**src/rtl/trans_sched_ipa_pkg.sv**
```systemverilog
// Shared types and constants for the transaction scheduler: FSM states and
// TX/RX command type encoding.
package trans_sched_ipa_pkg;

    typedef enum logic {
        IDLE  = 1'b0,
        ISSUE = 1'b1
    } state_t;

    localparam logic TYPE_TX = 1'b0;
    localparam logic TYPE_RX = 1'b1;

endpackage

```
**src/rtl/trans_chunk_calc_ipa.sv**
```systemverilog
// Combinational size of the next transaction. With TRANS_SCHED_BOUNDARY_SPLIT_EN
// defined, a transaction never crosses a MAX_BURST_BYTES-aligned ext address.
module trans_chunk_calc_ipa #(
    parameter int unsigned LEN_WIDTH       = 15,
    parameter int unsigned MAX_BURST_BYTES = 256
) (
    input  logic [LEN_WIDTH-1:0] remaining,
    input  logic [31:0]          ext_addr,
    output logic [LEN_WIDTH-1:0] chunk
);

    localparam int unsigned OFS_W = $clog2(MAX_BURST_BYTES);

    logic [31:0] room;
    logic [31:0] rem_ext;
    logic        ext_unused;

`ifdef TRANS_SCHED_BOUNDARY_SPLIT_EN
    // Bytes left before the next aligned boundary: 1..MAX_BURST_BYTES.
    assign room = 32'(MAX_BURST_BYTES) - 32'(ext_addr[OFS_W-1:0]);
`else
    assign room = 32'(MAX_BURST_BYTES);
`endif

    assign ext_unused = ^ext_addr;
    assign rem_ext    = 32'(remaining);
    assign chunk      = (rem_ext < room) ? remaining : LEN_WIDTH'(room);

endmodule

```
**src/rtl/trans_sched_ipa.sv**
```systemverilog
// Splits a TX/RX byte-length command into bursts of at most MAX_BURST_BYTES
// and issues them one per cycle on the selected direction's trans port.
// Optional ext-address boundary splitting: TRANS_SCHED_BOUNDARY_SPLIT_EN.
module trans_sched_ipa
    import trans_sched_ipa_pkg::*;
#(
    parameter int unsigned MCHAN_LEN_WIDTH = 15,
    parameter int unsigned MAX_BURST_BYTES = 256
) (
    input  logic                       clk_i,
    input  logic                       rst_i,

    input  logic                       cmd_req_i,
    output logic                       cmd_gnt_o,
    input  logic                       cmd_type_i,
    input  logic [MCHAN_LEN_WIDTH-1:0] cmd_len_i,
    input  logic [31:0]                cmd_tcdm_addr_i,
    input  logic [31:0]                cmd_ext_addr_i,

    output logic                       tx_trans_req_o,
    input  logic                       tx_trans_gnt_i,
    output logic [31:0]                tx_trans_tcdm_addr_o,
    output logic [31:0]                tx_trans_ext_addr_o,
    output logic [MCHAN_LEN_WIDTH-1:0] tx_trans_len_o,

    output logic                       rx_trans_req_o,
    input  logic                       rx_trans_gnt_i,
    output logic [31:0]                rx_trans_tcdm_addr_o,
    output logic [31:0]                rx_trans_ext_addr_o,
    output logic [MCHAN_LEN_WIDTH-1:0] rx_trans_len_o,

    output logic                       busy_o,
    output logic                       cmd_done_o
);

    state_t                     state_q, state_d;
    logic                       type_q, type_d;
    logic [MCHAN_LEN_WIDTH-1:0] rem_q, rem_d;
    logic [31:0]                tcdm_q, tcdm_d;
    logic [31:0]                ext_q, ext_d;
    logic                       done_q, done_d;

    logic [MCHAN_LEN_WIDTH-1:0] chunk;
    logic                       issue;
    logic                       sel_gnt;

    trans_chunk_calc_ipa #(
        .LEN_WIDTH       (MCHAN_LEN_WIDTH),
        .MAX_BURST_BYTES (MAX_BURST_BYTES)
    ) u_chunk (
        .remaining (rem_q),
        .ext_addr  (ext_q),
        .chunk     (chunk)
    );

    assign issue   = (state_q == ISSUE);
    // Only the selected direction's grant can advance the command.
    assign sel_gnt = (type_q == TYPE_RX) ? rx_trans_gnt_i : tx_trans_gnt_i;

    always_ff @(posedge clk_i) begin
        if (rst_i) begin
            state_q <= IDLE;
            type_q  <= TYPE_TX;
            rem_q   <= '0;
            tcdm_q  <= '0;
            ext_q   <= '0;
            done_q  <= 1'b0;
        end else begin
            state_q <= state_d;
            type_q  <= type_d;
            rem_q   <= rem_d;
            tcdm_q  <= tcdm_d;
            ext_q   <= ext_d;
            done_q  <= done_d;
        end
    end

    always_comb begin
        state_d = state_q;
        type_d  = type_q;
        rem_d   = rem_q;
        tcdm_d  = tcdm_q;
        ext_d   = ext_q;
        done_d  = 1'b0;
        case (state_q)
            IDLE: begin
                if (cmd_req_i) begin
                    type_d = cmd_type_i;
                    rem_d  = cmd_len_i;
                    tcdm_d = cmd_tcdm_addr_i;
                    ext_d  = cmd_ext_addr_i;
                    // Zero-length commands complete without entering ISSUE.
                    if (cmd_len_i == '0) begin
                        done_d = 1'b1;
                    end else begin
                        state_d = ISSUE;
                    end
                end
            end
            ISSUE: begin
                if (sel_gnt) begin
                    tcdm_d = tcdm_q + 32'(chunk);
                    ext_d  = ext_q + 32'(chunk);
                    rem_d  = rem_q - chunk;
                    if (rem_q == chunk) begin
                        state_d = IDLE;
                        done_d  = 1'b1;
                    end
                end
            end
            default: state_d = IDLE;
        endcase
    end

    assign cmd_gnt_o  = (state_q == IDLE);
    assign busy_o     = issue;
    assign cmd_done_o = done_q;

    assign tx_trans_req_o       = issue && (type_q == TYPE_TX);
    assign tx_trans_tcdm_addr_o = tx_trans_req_o ? tcdm_q : '0;
    assign tx_trans_ext_addr_o  = tx_trans_req_o ? ext_q : '0;
    assign tx_trans_len_o       = tx_trans_req_o ? chunk : '0;

    assign rx_trans_req_o       = issue && (type_q == TYPE_RX);
    assign rx_trans_tcdm_addr_o = rx_trans_req_o ? tcdm_q : '0;
    assign rx_trans_ext_addr_o  = rx_trans_req_o ? ext_q : '0;
    assign rx_trans_len_o       = rx_trans_req_o ? chunk : '0;

endmodule

```
**config.mk**
```make
export PLATFORM = sky130hd
export DESIGN_NAME = trans_sched_ipa
export DESIGN_NICKNAME = d
export VERILOG_FILES = /design/src/rtl/trans_sched_ipa_pkg.sv /design/src/rtl/trans_chunk_calc_ipa.sv /design/src/rtl/trans_sched_ipa.sv
export SDC_FILE = /design/constraint.sdc
export NUM_CORES = 1
export LEC_CHECK = 0
export ABC_CLOCK_PERIOD_IN_PS = 3250
export CORE_MARGIN = 1
export CORE_UTILIZATION = 25
export DETAILED_ROUTE_END_ITERATION = 12
export SETUP_SLACK_MARGIN = 0.05
export SLEW_MARGIN = 40
export SYNTH_ARGS = -nofsm -noshare
export SYNTH_HDL_FRONTEND = slang
export SYNTH_HIERARCHICAL = 1
export SYNTH_SLANG_ARGS = --single-unit
```
**constraint.sdc**
```tcl
create_clock -name clk_i -period 3.25 [get_ports clk_i]
set_clock_uncertainty 0.15 [all_clocks]
set_input_delay 0.65 -clock clk_i [delete_from_list [all_inputs] [get_ports clk_i]]
set_output_delay 0.65 -clock clk_i [all_outputs]
set_load 0.005 [all_outputs]
```
==> flow_summary.json, run 1 <==
{
  "status": "complete, but fails checks",
  "violations": "negative setup slack",
  "synthFlopType": "dfxtp_1",
  "postSynthAreaPerCell_um2": 7.32,
  "first_pass_iters": 7,
  "mostFrequentLayoutCells": "clkdlybuf4s50_1 (227), and3_1 (101), nor2_1 (79)",
  "setup_ws_ns": -0.0449,
  "maxSlewHeadroom_pct": 53.8,
  "reg2regPathDepth": 12,
  "crit_arrival_ns": 3.40,
  "ir_drop_uv": 283,
  "wirelength_um": 34300,
  "crit_fanout": 7,
  "core_area_um2": 30500,
  "startpoint_type": "flop",
  "final_max_slew_viol_count": 0,
  "synthXorXnorAreaFrac_pct": 2.72,
  "endpoint": "rem_q[13]$_SDFFE_PP0P_",
  "cts_root_buf": "clkbuf_16",
  "cp_top_family": "compound AO/OA/AOI/OAI gates",
  "fin_nets": 1449,
  "tightest_slew_ns": 0.692,
  "worstSetupPathType": "reg -> reg",
  "fp-row-count": 64,
  "clock_path_buffers": 2,
  "path_clk_slew_ns": 0.07,
  "setup_viol": 4,
  "grt_pass1_vias": 8501,
  "drc_errors": 0,
  "synth_cell_types": 76,
  "cap_viol_max_count": 0,
  "synth_fa_ha_area_share_pct": 7.89,
  "critPathLaunch": "rem_q[10]$_SDFFE_PP0P_",
  "synth_top_family_by_area": "simple AND/OR/NAND/NOR gates",
  "final_common_cell": "clkdlybuf4s50_1",
  "r2r_end": "rem_q[13]$_SDFFE_PP0P_",
  "drtAntennaViolNets": 0,
  "place.gp.congestion": 0.878,
  "required_ns": 3.36,
  "cp_cell_sequence": "nor4_4 -> buf_4 -> and4b_1 -> inv_1 -> ha_4 -> a21o_1 -> a21oi_2 -> a21oi_2 -> o31a_1 -> o41ai_2 -> mux2i_1 -> nor4_1",
  "drt_iter0_drc": 844,
  "rsz0062_at_grt": "yes",
  "ys_warn_count": 6,
  "pwr_density_cell_nw_per_um2": 347,
  "min_path_type": "reg -> reg",
  "cts_inserted_buffers": 9,
  "crit_slowest_cell": "o31a_1",
  "avgRoutedWirePerCell_um": 20.0,
  "boundaryPins": 248,
  "syn2layout_area_growth_pct": 58.2,
  "reg2reg_from": "rem_q[10]$_SDFFE_PP0P_",
  "h-tree-depth": 3,
  "syn_inst": 1057,
  "r2r_slack_ns": -0.04,
  "fillers": 3053,
  "initial_core_util_pct": 25.4,
  "synth-seq-cells": 82,
  "cpPeakStageDelay_ns": 0.37,
  "hold_ws_ns": 0.379,
  "dp_hpwl_um": 24400,
  "insertion_delay_ns": 0.35,
  "grt_pass1_wl_um": 50000,
  "vias": 9367,
  "syn-cell-area_um2": 7740,
  "fmax_mhz": 304,
  "period_share_pct": 101,
  "async_flop_share_pct": 0,
  "worst-path-stages": 12,
  "cp_num_buf_inv": 2,
  "synthSimpleGateAreaFrac_pct": 33.8,
  "yosys.area.top_type": "dfxtp_1",
  "finalHoldViolCount": 0,
  "fp.dieH_um": 178,
  "synth_seq_area_share_pct": 21.2,
  "synth_edf_count": 0,
  "leakagePower_nw": 4.90,
  "globalRouteOverflowTotal": 0,
  "grt_start_max_net_pins": 119,
  "dieArea_um2": 31700,
  "cts.sinks": 82,
  "cts_tree": "done",
  "layout-drive-gt1-share_pct": 18.2,
  "synth_compound_area_share_pct": 25.4,
  "synthTopCellsByArea": "dfxtp_1 (21%), and3_1 (8.2%), ha_1 (7.1%)",
  "antenna_found_initial": 3,
  "die_width_um": 178,
  "port_buffers": 235,
  "muxShareOfSynthArea_pct": 2.77,
  "synth_top_area_share_pct": 21.2,
  "gr-usage-all-layers_pct": 20.6,
  "period_needed_ns": 3.29,
  "routed_via_density": 5.45,
  "crit_path_frequent_cell": "a21oi_2",
  "critPathCaptureType": "flop",
  "final_util_pct": 40.1
}
-- Yosys cell counts (9+ instances only) --
library cell  number
and3_1           102
nor2_1            85
dfxtp_1           82
a21oi_1           73
and2_1            68
clkbuf_1          65
nand2_1           61
nor3_1            53
a211oi_1          49
o21ai_0           46
ha_1              44
inv_1             28
nand3_1           24
mux2i_1           18
a31oi_1           16
xnor2_1           15
nor4_1            13
o211ai_1          13
a21o_1            12
nand4_1           12
buf_2             10
o21a_1            10
a311oi_1           9
xor2_1             9
-- timing repair --
action | 4_1_cts | 5_1_grt
pin swaps | 6 | 71
resized for setup | 31 | 143
hold endpoints to repair | 0 | 0
hold buffers | 0 | 0
setup endpoints to repair | 47 | 57
gates cloned | 0 | 1
buffers inserted | 2 | 20
-- final cells by class --
cell class	count	area, um^2	area share (%)
antenna	1	2.50	0.0204
clock buffer	10	229	1.87
clock inverter	6	90.1	0.736
inverter	28	105	0.859
multi-input combinational	863	6380	52.2
sequential	82	1650	13.5
tap	396	495	4.05
timing repair buffer	333	3280	26.8
-- how the worst min path moves through the flow --
stage | start | end | cells after the start
5_1_grt | rem_q[2]$_SDFFE_PP0P_ | rem_q[2]$_SDFFE_PP0P_ | 2
3_3_place_gp | rem_q[2]$_SDFFE_PP0P_ | rem_q[2]$_SDFFE_PP0P_ | 2
2_1_floorplan | rem_q[2]$_SDFFE_PP0P_ | rem_q[2]$_SDFFE_PP0P_ | 2
4_1_cts | rem_q[2]$_SDFFE_PP0P_ | rem_q[2]$_SDFFE_PP0P_ | 2
6_report | rem_q[2]$_SDFFE_PP0P_ | rem_q[2]$_SDFFE_PP0P_ | 2
3_5_place_dp | rem_q[2]$_SDFFE_PP0P_ | rem_q[2]$_SDFFE_PP0P_ | 2
-- state kept, by name (all words and copies together) (netlist names) --
register / count
rem_q: 15
ext_q: 32
cmd_done_o: 1
type_q: 1
tcdm_q: 32
busy_o: 1
-- stage by stage --
step | cells | setup WS (ns) | cell area [um^2] | power (mW) | TNS (ns)
after floorplan | 1062 | 0.0507 | 7760 | 2.14 | 0
after global placement | 1678 | -0.106 | 10900 | 2.76 | -0.662
after detailed placement | 1679 | -0.173 | 10900 | 2.78 | -1.59
after CTS | 1697 | 0.00891 | 11400 | 3.99 | 0
after global routing | 1718 | -0.152 | 12200 | 4.47 | -1.77
final | 1719 | -0.0449 | 12200 | 4.24 | -0.0732
-- per-layer routing --
metal  vias to the layer above  track usage (%)  share of wire (%)
li1                       4443                -                  -
met1                      4503             27.1                 44
met2                       371             33.6                 47
met3                        48             4.13                6.5
met4                         2             6.02                2.2
met5                         -            0.160              0.023
-- logic make-up after synthesis --
logic type / after synthesis
buffers and inverters: 117
DFF: 82
other: 1
muxes: 21
xor gates and xnor gates: 24
adders and majority gates: 47
and+or+nand+nor: 473
AOI/OAI and AO/OA: 292
-- power breakdown --
group          internal, mW  total [mW]  switching [mW]
sequential             1.10        1.27           0.166
combinational         0.871        1.81           0.941
clock                 0.679        1.16           0.480
total                  2.65        4.24            1.59
-- worst reg2reg max path, cell delays in order (launching register included) --
cell,delay [ns]
dfxtp_2,0.35
nor4_4,0.35
buf_4,0.20
and4b_1,0.24
inv_1,0.10
ha_4,0.24
a21o_1,0.18
a21oi_2,0.17
a21oi_2,0.08
o31a_1,0.37
o41ai_2,0.34
mux2i_1,0.15
nor4_1,0.27
No activity file was read; power rests on OpenSTA's default activity.
==> inputs of run 2 (changes only) <==
Settings changed: ABC_CLOCK_PERIOD_IN_PS 3250 to 2850, CELL_PAD_IN_SITES_DETAIL_PLACEMENT set to 1, CELL_PAD_IN_SITES_GLOBAL_PLACEMENT set to 1, PLACE_DENSITY_LB_ADDON set to 0.1.
Clock period 3.25 ns to 2.85 ns, I/O delays scaled along.
==> flow_summary.json, run 2 (synthesized netlist as in run 1, its figures left out) <==
{
  "comb_power_share_pct": 47.2,
  "hold_ws_ns": 0.343,
  "grt_pass1_wl_um": 54800,
  "startpoint_type": "flop",
  "setup_viol": 58,
  "fmax_mhz": 306,
  "period_share_pct": 115,
  "ir_drop_uv": 261,
  "initial_core_util_pct": 25.4,
  "min_to": "ext_q[10]$_SDFFE_PP0P_",
  "drtAntennaViolNets": 0,
  "cp_num_buf_inv": 2,
  "crit_slowest_cell": "or4_1",
  "cpPeakStageDelay_ns": 0.41,
  "routed_via_density": 5.26,
  "mostFrequentLayoutCells": "clkdlybuf4s50_1 (216), buf_4 (137), and3_1 (98)",
  "pwr-share-seq_pct": 27.8,
  "drt_iter0_drc": 460,
  "drc_errors": 0,
  "cts_inserted_buffers": 9,
  "maxSlewHeadroom_pct": 59.6,
  "period_needed_ns": 3.27,
  "pwr_density_cell_nw_per_um2": 391,
  "tightest_slew_ns": 0.606,
  "place_area_um2": 11500,
  "clkPwrFrac_pct": 25.0,
  "dp_hpwl_um": 26100,
  "syn2layout_area_growth_pct": 70.1,
  "place.gp.congestion": 0.854,
  "status": "complete, but fails checks",
  "critPathLaunch": "rem_q[13]$_SDFFE_PP0P_",
  "fp-row-count": 64,
  "core_area_um2": 30500,
  "grt_start_max_net_pins": 93,
  "p_sw_mw": 1.95,
  "worst-path-stages": 11,
  "port_buffers": 235,
  "final_common_cell": "clkdlybuf4s50_1",
  "reg_top3": "ext_q: 32 flops, tcdm_q: 32 flops, rem_q: 15 flops",
  "reg2regPathDepth": 11,
  "final_max_slew_viol_count": 0,
  "path_clk_slew_ns": 0.07,
  "vias": 9476,
  "final_area_um2": 13200,
  "cts_hold_buf": 0,
  "violations": "negative setup slack",
  "globalRouteOverflowTotal": 0,
  "crit_fanout": 8,
  "r2r_end": "tcdm_q[31]$_SDFFE_PP0P_",
  "crit_arrival_ns": 3.39,
  "h-tree-depth": 3,
  "grt_pass1_vias": 9461,
  "die_width_um": 178,
  "required_ns": 2.97,
  "p_sw_share_pct": 37.9,
  "dieArea_um2": 31700,
  "cp_cell_sequence": "nor4_4 -> buf_6 -> and4b_2 -> buf_4 -> ha_1 -> nor2b_2 -> nor4b_4 -> o31a_1 -> or2_4 -> or4_1 -> a31oi_1",
  "cts_tree": "done",
  "cap_viol_max_count": 0,
  "boundaryPins": 248,
  "hold_start": "ext_q[10]$_SDFFE_PP0P_",
  "antenna_found_initial": 2,
  "critPathCaptureType": "flop",
  "cp_top_family": "simple AND/OR/NAND/NOR gates",
  "fp.dieH_um": 178,
  "layout-drive-gt1-share_pct": 27.4,
  "r2r_slack_ns": -0.42,
  "cts_root_buf": "clkbuf_16",
  "first_pass_iters": 4,
  "insertion_delay_ns": 0.35,
  "min_path_type": "reg -> reg",
  "reg2reg_from": "rem_q[13]$_SDFFE_PP0P_",
  "avgRoutedWirePerCell_um": 20.3,
  "p_int_mw": 3.20,
  "worstSetupPathType": "reg -> reg",
  "whs_path_depth": 2,
  "rsz0062_at_grt": "yes",
  "finalHoldViolCount": 0,
  "wirelength_um": 36600,
  "clock_path_buffers": 2,
  "cts.sinks": 82,
  "gr-usage-all-layers_pct": 22.3,
  "leakagePower_nw": 5.36,
  "fin_nets": 1530,
  "setup_ws_ns": -0.422
}
[run 2: changes by cell type in the layout (fill, tap and decap cells not counted), sizes merged]
cell and delta:
clkdlybuf4s15 +1, clkdlybuf4s50 -11, buf +87, bufinv -1, clkbuf +8, dlymetal6s2s -6
clkinv +1, dlygate4sd2 +3, inv -1
[run 2: power groups by stage]
| stage | clock, mW | combinational, mW | sequential [mW] |
|---|---|---|---|
| final | 1.29 | 2.43 | 1.43 |
| after global routing | 1.38 | 2.63 | 1.45 |
| after CTS | 1.32 | 2.16 | 1.43 |
| after detailed placement | 0 | 1.95 | 1.44 |
| after global placement | 0 | 1.93 | 1.44 |
| after floorplan | 0 | 1.11 | 1.37 |
[run 2: how the worst max path moves through the flow]
stage	endpoint	slack (ns)
3_3_place_gp	rem_q[13]$_SDFFE_PP0P_	-0.38
6_report	tcdm_q[31]$_SDFFE_PP0P_	-0.42
4_1_cts	tcdm_q[31]$_SDFFE_PP0P_	-0.35
5_1_grt	tcdm_q[31]$_SDFFE_PP0P_	-0.53
3_5_place_dp	ext_q[30]$_SDFFE_PP0P_	-0.51
2_1_floorplan	rem_q[14]$_SDFFE_PP0P_	-0.13
[run 2: through the flow]
step / util (%) / worst slack [ns] / setup TNS (ns) / cells / total power, mW
finish: 43.1 / -0.422 / -15.65 / 1800 / 5.15
global route: 43.1 / -0.534 / -24.16 / 1800 / 5.46
CTS: 41.2 / -0.354 / -13.62 / 1783 / 4.91
detailed placement: 37.8 / -0.509 / -19.27 / 1743 / 3.40
global placement: 37.8 / -0.376 / -14.78 / 1743 / 3.37
floorplan: - / -0.134 / -1.78 / 1062 / 2.48
[run 2: final cells by class]
class                      count  area [um^2]
clock buffer                  11          253
timing repair buffer         414         3890
sequential                    82         1660
multi-input combinational    863         6690
fill                        3629        17300
tap                          396          495
antenna                        1         2.50
inverter                      28          110
clock inverter                 5         61.3
[run 2: tightest hold or removal path, delay by kind of cell (launching register included)]
kind               cells  cell delay [ns]
and+or+nand+nor        1             0.06
DFF                    1             0.33
AOI/OAI and AO/OA      1             0.05
[run 2: repair_timing]
action	CTS	global route
setup buffers	26	19
setup endpoints to repair	81	85
pin swaps	68	90
cloned	1	0
resized for setup	151	117
[run 2: layer usage]
metal  vias to the layer above  wire, um  global-route usage (%)
met2                       182     17800                    38.1
met5                         -         0                       0
met3                        22      1230                    2.44
met1                      4657     17100                    30.1
li1                       4615         -                       -
met4                         0       383                    4.45
==> inputs of run 3 (changes only) <==
Settings changed: CTS_BUF_LIST set to sky130_fd_sc_hd__clkbuf_16, TNS_END_PERCENT set to 100.
==> flow_summary.json, run 3 (synthesized netlist as in run 1, its figures left out) <==
{
  "dp_hpwl_um": 26100,
  "final_area_um2": 13300,
  "insertion_delay_ns": 0.36,
  "place.gp.congestion": 0.854,
  "crit_arrival_ns": 3.37,
  "cp_cell_sequence": "nor4_4 -> buf_6 -> and4b_2 -> ha_4 -> fa_2 -> a211oi_4 -> o211ai_1 -> nand3_1 -> o21ai_4 -> buf_4 -> buf_6 -> o21ai_4 -> mux2_4 -> a211oi_2",
  "critPathCaptureType": "flop",
  "drc_errors": 0,
  "wirelength_um": 36500,
  "grt_pass1_vias": 9369,
  "violations": "negative setup slack",
  "r2r_slack_ns": -0.40,
  "leakagePower_nw": 5.41,
  "period_needed_ns": 3.25,
  "status": "complete, but fails checks",
  "cts_tree": "done",
  "tns_ns": -14.54,
  "cpPeakStageDelay_ns": 0.34,
  "maxSlewHeadroom_pct": 59.7,
  "dieArea_um2": 31700,
  "cp_num_buf_inv": 3,
  "place_area_um2": 11500,
  "die_width_um": 178,
  "worstSetupPathType": "reg -> reg",
  "mostFrequentLayoutCells": "clkdlybuf4s50_1 (216), buf_4 (140), and3_1 (99)",
  "avgRoutedWirePerCell_um": 20.2,
  "crit_fanout": 8,
  "antenna_found_initial": 1,
  "reg2reg_from": "rem_q[10]$_SDFFE_PP0P_",
  "finalHoldViolCount": 0,
  "layout.cells.non_filler": 1804,
  "fp-row-count": 64,
  "period_share_pct": 114,
  "final_util_pct": 43.4,
  "fin_nets": 1533,
  "routed_via_density": 5.25,
  "cts_inserted_buffers": 9,
  "final_common_cell": "clkdlybuf4s50_1",
  "path_clk_slew_ns": 0.07,
  "layout-drive-gt1-share_pct": 28.7,
  "hold_ws_ns": 0.346,
  "fmax_mhz": 308,
  "whs_path_depth": 2,
  "gr-usage-all-layers_pct": 22.2,
  "hold_start": "ext_q[10]$_SDFFE_PP0P_",
  "crit_slowest_cell": "dfxtp_2",
  "boundaryPins": 248,
  "pre_cts_ws_ns": -0.509,
  "first_pass_iters": 4,
  "core_area_um2": 30500,
  "startpoint_type": "flop",
  "tightest_slew_ns": 0.605,
  "fillers": 3619,
  "reg_top3": "ext_q: 32 flops, tcdm_q: 32 flops, rem_q: 15 flops",
  "total_power_mw": 5.12,
  "port_buffers": 235,
  "cts_root_buf": "clkbuf_16",
  "rsz0062_at_grt": "yes",
  "grt_start_max_net_pins": 93,
  "required_ns": 2.97,
  "globalRouteOverflowTotal": 0,
  "initial_core_util_pct": 25.4,
  "drt_iter0_drc": 428,
  "clock_path_buffers": 2,
  "syn2layout_area_growth_pct": 71.2,
  "vias": 9477,
  "setup_ws_ns": -0.400,
  "fp.dieH_um": 178,
  "h-tree-depth": 3,
  "setup_viol": 56,
  "cts.sinks": 82,
  "reg2regPathDepth": 14,
  "cap_viol_max_count": 0,
  "dp_cells": 1743,
  "min_path_type": "reg -> reg",
  "drtAntennaViolNets": 0,
  "ir_drop_uv": 246,
  "pwr_density_cell_nw_per_um2": 386,
  "r2r_end": "tcdm_q[12]$_SDFFE_PP0P_",
  "grt_pass1_wl_um": 54500,
  "final_max_slew_viol_count": 0,
  "min_to": "ext_q[10]$_SDFFE_PP0P_",
  "cp_top_family": "simple AND/OR/NAND/NOR gates"
}
run 3: cell count changes in the layout (fill, tap and decap cells not counted), moves of 2 or more:
cell	before	now
a211oi_1	36	27
a211oi_2	10	19
a21oi_1	60	56
a21oi_2	9	13
buf_12	12	10
buf_4	137	140
clkbuf_8	2	0
clkinv_1	0	2
o21ai_0	26	24
run 3: cell type report:
| class | instances | area, um^2 | share of cell area, % |
|---|---|---|---|
| Clock inverter | 7 | 68.8 | 0.519 |
| Timing Repair Buffer | 417 | 3890 | 29.4 |
| Sequential cell | 82 | 1660 | 12.5 |
| Multi-Input combinational cell | 863 | 6790 | 51.3 |
| Inverter | 28 | 110 | 0.831 |
| Tap cell | 396 | 495 | 3.74 |
| Antenna cell | 2 | 5.00 | 0.0378 |
| Clock buffer | 9 | 225 | 1.70 |
run 3: worst register-to-register path, cell delays in order, from the launching register on:
cell and delay, ns:
dfxtp_2 0.34, nor4_4 0.28, buf_6 0.16, and4b_2 0.33, ha_4 0.17, fa_2 0.23
a211oi_4 0.07, o211ai_1 0.30, nand3_1 0.20, o21ai_4 0.16, buf_4 0.18, buf_6 0.09
o21ai_4 0.05, mux2_4 0.30, a211oi_2 0.17
run 3: worst max path at each step:
stage / startpoint / to / slack, ns / cells after the start
detailed placement: rem_q[10]$_SDFFE_PP0P_ / ext_q[30]$_SDFFE_PP0P_ / -0.51 / 12
floorplan: rem_q[10]$_SDFFE_PP0P_ / rem_q[14]$_SDFFE_PP0P_ / -0.13 / 12
global placement: rem_q[10]$_SDFFE_PP0P_ / rem_q[13]$_SDFFE_PP0P_ / -0.38 / 12
CTS: rem_q[10]$_SDFFE_PP0P_ / tcdm_q[31]$_SDFFE_PP0P_ / -0.35 / 12
finish: rem_q[10]$_SDFFE_PP0P_ / tcdm_q[12]$_SDFFE_PP0P_ / -0.40 / 14
global route: rem_q[10]$_SDFFE_PP0P_ / tcdm_q[24]$_SDFFE_PP0P_ / -0.53 / 12
run 3: per-layer routing:
layer | vias to the layer above | track usage, % | wire length, um
met1 | 4648 | 29.8 | 16900
met3 | 21 | 2.61 | 1370
met5 | - | 0 | 0
met4 | 0 | 4.52 | 453
li1 | 4615 | - | -
met2 | 193 | 37.7 | 17800
run 3: repair_timing:
action,CTS,global route
pin swaps,70,96
cloned,1,0
hold buffers,0,0
resized for setup,124,171
endpoints found under the setup margin,81,82
setup buffers,21,29
run 3: where the power goes:
group          total (mW)  switching (mW)  internal, mW
Combinational        2.46            1.24          1.22
Sequential           1.43           0.168          1.26
Clock                1.23           0.555         0.679
Total                5.12            1.96          3.15
